==> config.mk <==
export PLATFORM = sky130hd
export DESIGN_NAME = apb_reg_bridge
export DESIGN_NICKNAME = d
export VERILOG_FILES = /design/src/rtl/apb_reg_bridge.sv
export SDC_FILE = /design/constraint.sdc
export NUM_CORES = 1
export LEC_CHECK = 0
export CORE_AREA = 2 2 262 264
export CTS_BUF_LIST = sky130_fd_sc_hd__clkbuf_8
export CTS_CLUSTER_SIZE = 25
export DETAILED_ROUTE_END_ITERATION = 10
export DIE_AREA = 0 0 264 266
export MAX_ROUTING_LAYER = met4
export PLACE_DENSITY = 0.41
export SLEW_MARGIN = 0
export SYNTH_ARGS = -nofsm -noshare
export SYNTH_HDL_FRONTEND = slang
export SYNTH_SLANG_ARGS = --single-unit
==> constraint.sdc <==
create_clock -name clk_i -period 2.7 [get_ports clk_i]
set_input_delay 0.54 -clock clk_i [delete_from_list [all_inputs] [get_ports clk_i]]
set_output_delay 0.54 -clock clk_i [all_outputs]
set_load 0.01 [all_outputs]
==> src/rtl/apb_reg_bridge.sv <==
// apb_reg_bridge: APB4 slave front-end for a bank of regfield instances.
// Decodes word addresses into one-cycle write/read pulses with a merged
// write word, and returns the selected register's readback on PRDATA.

module apb_reg_bridge #(
  parameter int                 ADDR_WIDTH = 12,
  parameter int                 DATA_WIDTH = 32,
  parameter int                 REG_NUM    = 16,
  parameter int                 WAIT_CYC   = 0,
  parameter logic [REG_NUM-1:0] RO_MASK    = '0,
  parameter logic [REG_NUM-1:0] W1X_MASK   = '0
) (
  input  logic                          clk_i,
  input  logic                          rst_i,
  input  logic [ADDR_WIDTH-1:0]         paddr_i,
  input  logic                          psel_i,
  input  logic                          penable_i,
  input  logic                          pwrite_i,
  input  logic [DATA_WIDTH-1:0]         pwdata_i,
  input  logic [DATA_WIDTH/8-1:0]       pstrb_i,
  output logic                          pready_o,
  output logic [DATA_WIDTH-1:0]         prdata_o,
  output logic                          pslverr_o,
  output logic [REG_NUM-1:0]            reg_wen_o,
  output logic [REG_NUM-1:0]            reg_ren_o,
  output logic [DATA_WIDTH-1:0]         reg_wdata_o,
  input  logic [REG_NUM*DATA_WIDTH-1:0] reg_rdata_i
);

  localparam int         IDX_W     = (REG_NUM > 1) ? $clog2(REG_NUM) : 1;
  localparam int         STRB_W    = DATA_WIDTH / 8;
  localparam logic [3:0] WAIT_INIT = 4'(WAIT_CYC);

  typedef enum logic [1:0] {
    ST_IDLE,
    ST_WAIT,
    ST_DONE
  } state_t;

  state_t                  state;
  logic [3:0]              cnt;
  logic [ADDR_WIDTH-1:0]   addr_q;
  logic                    write_q;
  logic [DATA_WIDTH-1:0]   wdata_q;
  logic [STRB_W-1:0]       strb_q;

  logic [IDX_W-1:0]        idx;
  logic                    idx_hit;
  logic                    sel_ro;
  logic                    sel_w1x;
  logic [REG_NUM-1:0]      onehot;
  logic [DATA_WIDTH-1:0]   sel_rdata;
  logic                    upper_bad;
  logic                    err;
  logic [DATA_WIDTH-1:0]   merged;

  assign idx = addr_q[2 +: IDX_W];

  // Decode the latched address: select the register, its mask bits and readback.
  always_comb begin
    idx_hit   = 1'b0;
    sel_ro    = 1'b0;
    sel_w1x   = 1'b0;
    onehot    = '0;
    sel_rdata = '0;
    for (int i = 0; i < REG_NUM; i++) begin
      if (idx == i[IDX_W-1:0]) begin
        idx_hit   = 1'b1;
        sel_ro    = RO_MASK[i];
        sel_w1x   = W1X_MASK[i];
        onehot[i] = 1'b1;
        sel_rdata = reg_rdata_i[i*DATA_WIDTH +: DATA_WIDTH];
      end
    end
    upper_bad = (addr_q >> (2 + IDX_W)) != '0;
    err       = (addr_q[1:0] != 2'b00) | !idx_hit | upper_bad | (write_q & sel_ro);
  end

  // Build the full write word: strobed bytes from the bus, others zeroed or read-modify-written.
  always_comb begin
    merged = '0;
    for (int b = 0; b < STRB_W; b++) begin
      if (strb_q[b]) begin
        merged[b*8 +: 8] = wdata_q[b*8 +: 8];
      end else if (sel_w1x) begin
        merged[b*8 +: 8] = 8'h00;
      end else begin
        merged[b*8 +: 8] = sel_rdata[b*8 +: 8];
      end
    end
  end

  // Transfer FSM; every output is registered and only nonzero in the DONE cycle.
  always_ff @(posedge clk_i) begin
    if (rst_i) begin
      state       <= ST_IDLE;
      cnt         <= '0;
      addr_q      <= '0;
      write_q     <= 1'b0;
      wdata_q     <= '0;
      strb_q      <= '0;
      pready_o    <= 1'b0;
      pslverr_o   <= 1'b0;
      prdata_o    <= '0;
      reg_wen_o   <= '0;
      reg_ren_o   <= '0;
      reg_wdata_o <= '0;
    end else begin
      pready_o    <= 1'b0;
      pslverr_o   <= 1'b0;
      prdata_o    <= '0;
      reg_wen_o   <= '0;
      reg_ren_o   <= '0;
      reg_wdata_o <= '0;
      case (state)
        ST_IDLE: begin
          if (psel_i && !penable_i) begin
            addr_q  <= paddr_i;
            write_q <= pwrite_i;
            wdata_q <= pwdata_i;
            strb_q  <= pstrb_i;
            cnt     <= WAIT_INIT;
            state   <= ST_WAIT;
          end
        end
        ST_WAIT: begin
          if (!psel_i) begin
            state <= ST_IDLE;
          end else if (cnt == 4'd0) begin
            state     <= ST_DONE;
            pready_o  <= 1'b1;
            pslverr_o <= err;
            if (!err) begin
              if (write_q) begin
                reg_wen_o   <= onehot;
                reg_wdata_o <= merged;
              end else begin
                reg_ren_o <= onehot;
                prdata_o  <= sel_rdata;
              end
            end
          end else begin
            cnt <= cnt - 4'd1;
          end
        end
        ST_DONE: begin
          state <= ST_IDLE;
        end
        default: begin
          state <= ST_IDLE;
        end
      endcase
    end
  end

endmodule
==> impl_metrics.py <==
metrics = {
    "outcome": {
        "status": "finished, final reports clean",
    },
    "placement": {
        "numPortBuffers": 662,
        "hpwlAfterDp_mm": 68.3,
        "gp_congestion": 0.915,
        "place_inst": 2872,
    },
    "logic_synthesis": {
        "ys_seq_area_frac": 0.294,
        "ys_ff_latch": 153,
        "yosys-top-cells-count": "nand2_1 (183), dfxtp_1 (153), a21oi_1 (125)",
        "yosysWarningCount": 0,
        "ys.flop_type": "dfxtp_1",
        "avgSynthCellArea_sq_um": 7.92,
        "synth_edf_count": 0,
        "yosysMostFrequentCell": "nand2_1",
        "synth_top_area_frac": 0.294,
        "async_flop_share": 0,
        "yosys.area.top_type": "dfxtp_1",
        "synthTopCellsByArea": "dfxtp_1 (29%), nand2_1 (6.6%), a21oi_1 (6.0%)",
        "synthesis.nets": 1883,
        "netlist_area_sq_mm": 0.0104,
        "synthCells": 1317,
        "synth.distinct_cells": 70,
    },
    "critical_path": {
        "cp.required_ps": 3100,
        "r2r_end": "reg_wdata_o[28]$_SDFF_PP0_",
        "startpoint": "addr_q[2]$_SDFFE_PP0P_",
        "worstSetupPathType": "flip-flop to flip-flop",
        "endpoint": "reg_wdata_o[28]$_SDFF_PP0_",
        "crit_arrival_ps": 2970,
        "worst-path-max-fanout": 24,
        "rr_startpoint": "addr_q[2]$_SDFFE_PP0P_",
        "reg2reg_slack_ps": 140,
        "worstSetupStartpointType": "flip-flop",
        "end_kind": "flip-flop",
        "worst-r2r-cell-count": 9,
    },
    "route": {
        "avgViaCountPerCell": 4.63,
        "drt_iter0_drc": 760,
        "num_vias": 13600,
        "detail-route-antenna-nets": 0,
        "wl_mm": 82.5,
        "drtPass1Iterations": 5,
        "routedWlPerCell_microns": 28.1,
        "drc": 0,
    },
    "power": {
        "pwr-share-seq": 0.348,
        "comb_power_share": 0.346,
        "p_int_w": 0.00462,
        "p_leak_nw": 6.85,
        "clkPwrFrac": 0.306,
        "p_sw_frac": 0.313,
        "power_density_mw_per_mm2": 345,
        "peakVddDrop_v": 0.000279,
        "p_sw_w": 0.00211,
        "power.total_w": 0.00673,
    },
    "grt": {
        "grt_pass1_vias": 14300,
        "grt_pass1_wl_mm": 113,
        "antenna_found_initial": 22,
        "grt_max_degree": 56,
        "grt_usage": 0.237,
        "grt_overflow_total": 0,
    },
    "floorplanning": {
        "die_y_microns": 266,
        "die_w_microns": 264,
        "start_util": 0.154,
        "core_sq_mm": 0.0677,
        "io-pin-count": 663,
        "num_rows": 96,
        "die_area_sq_mm": 0.0702,
    },
    "sta": {
        "slew_headroom": 0.426,
        "setup_viol": 0,
        "tightest_slew_ps": 855,
        "post-route-period-util": 0.949,
        "drv_slew": 0,
        "skew_ps": 21.7,
        "hold_viol_final": 0,
        "rsz0062_at_grt": "no",
        "fmax_mhz": 390,
        "period_minus_slack_ps": 2560,
    },
    "cells_and_area": {
        "layout.cells.non_filler": 2932,
        "fin_nets": 2580,
        "drive_above_1_share": 0.134,
        "syn_to_final_growth_pct": 86.9,
    },
    "clocking": {
        "clock_sinks": 153,
        "cts_tree": "yes",
        "cts-htree-levels": 4,
        "cts_inserted_buffers": 17,
        "root_buffer": "clkbuf_8",
        "path_clk_slew_ps": 100,
        "clock_path_buffers": 2,
        "insertion_delay_ps": 550,
        "ctsHoldBuffers": 0,
    },
    "flow_run": {
        "cap_violations": 0,
    },
    "min_path": {
        "worstHoldPathType": "input pin to flip-flop",
    },
}
## stage by stage
stage | hold WS (ps) | cell area [sq um] | utilization | setup WS, ps | TNS [ps]
floorplan | 431 | 10400 | - | 600 | 0
global placement | 441 | 18900 | 0.279 | -568 | -1060
detailed placement | 448 | 18900 | 0.279 | -629 | -1050
CTS | 307 | 19400 | 0.287 | 20.4 | 0
global route | 324 | 19500 | 0.288 | 13.5 | 0
finish | 368 | 19500 | 0.288 | 137 | 0
## critical path, cell delays in order (launching register included)
cell,delay (ps)
dfxtp_4,540
buf_4,370
and2_1,270
nand2_1,160
buf_4,210
o221ai_1,180
a221oi_1,100
a311oi_1,300
buf_4,200
a211oi_1,60
## worst min-delay path by stage
stage	start	end	slack, ps	depth (start not counted)
after global routing	rst_i	pready_o$_SDFF_PP0_	320	3
after CTS	rst_i	pready_o$_SDFF_PP0_	310	3
after global placement	addr_q[6]$_SDFFE_PP0P_	addr_q[6]$_SDFFE_PP0P_	440	2
final	rst_i	pready_o$_SDFF_PP0_	370	3
after detailed placement	wdata_q[30]$_SDFFE_PP0P_	wdata_q[30]$_SDFFE_PP0P_	450	2
after floorplan	addr_q[10]$_SDFFE_PP0P_	addr_q[10]$_SDFFE_PP0P_	430	2
## placed cells by master (no fill, tap or decap), drive strengths merged, types with 30 or more instances in the layout
cell type / synthesis / layout
a21oi: 125 / 125
buf: 78 / 148
clkdlybuf4s50: 0 / 661
dfxtp: 153 / 153
mux2: 34 / 34
mux2i: 49 / 49
nand2: 183 / 183
nand2b: 33 / 33
nor2: 114 / 114
nor2b: 30 / 30
nor3: 34 / 34
o21ai: 79 / 79
## cell type report
class	instances	area (sq um)
Antenna cell	23	57.6
Clock buffer	17	234
Clock inverter	15	198
Fill cell	7288	48200
Inverter	15	56.3
Multi-Input combinational cell	1018	6780
Sequential cell	153	3080
Tap cell	882	1100
Timing Repair Buffer	809	7990
## sequential cells by signal (all words and copies together), names as in the netlist, 2 cells and up
| signal | flops |
|---|---|
| reg_ren_o | 16 |
| addr_q | 12 |
| reg_wdata_o | 32 |
| cnt | 4 |
| state | 2 |
| wdata_q | 32 |
| prdata_o | 32 |
| reg_wen_o | 16 |
| strb_q | 4 |
## cells by family after synthesis
kind of cell	Yosys count	synth area share
flops	153	0.294
compound gates	427	0.275
xor+xnor	3	0.00252
buf+inv	146	0.0639
fa+ha+maj	1	0.00120
simple gates	481	0.230
mux	106	0.133
## routing by layer
metal / GRT usage / share of wire / up-vias
li1: - / - / 6301
met1: 0.268 / 0.41 / 6667
met2: 0.421 / 0.51 / 554
met3: 0.0560 / 0.061 / 56
met4: 0.0522 / 0.017 / 0
met5: - / 0 / -
## power groups by stage
stage	combinational [W]	sequential (W)	clock (W)
6_report	0.00233	0.00234	0.00206
4_1_cts	0.00237	0.00234	0.00215
3_5_place_dp	0.00234	0.00240	0
5_1_grt	0.00249	0.00235	0.00221
3_3_place_gp	0.00233	0.00240	0
2_1_floorplan	0.000808	0.00237	0
## what timing repair did
action                     CTS  global route
cloned                       0             0
buffers inserted             4             1
pin swaps                    1             0
gates resized for setup      8             3
setup endpoints to repair    8             4
Note: power is estimated with default switching activity, not from simulation.
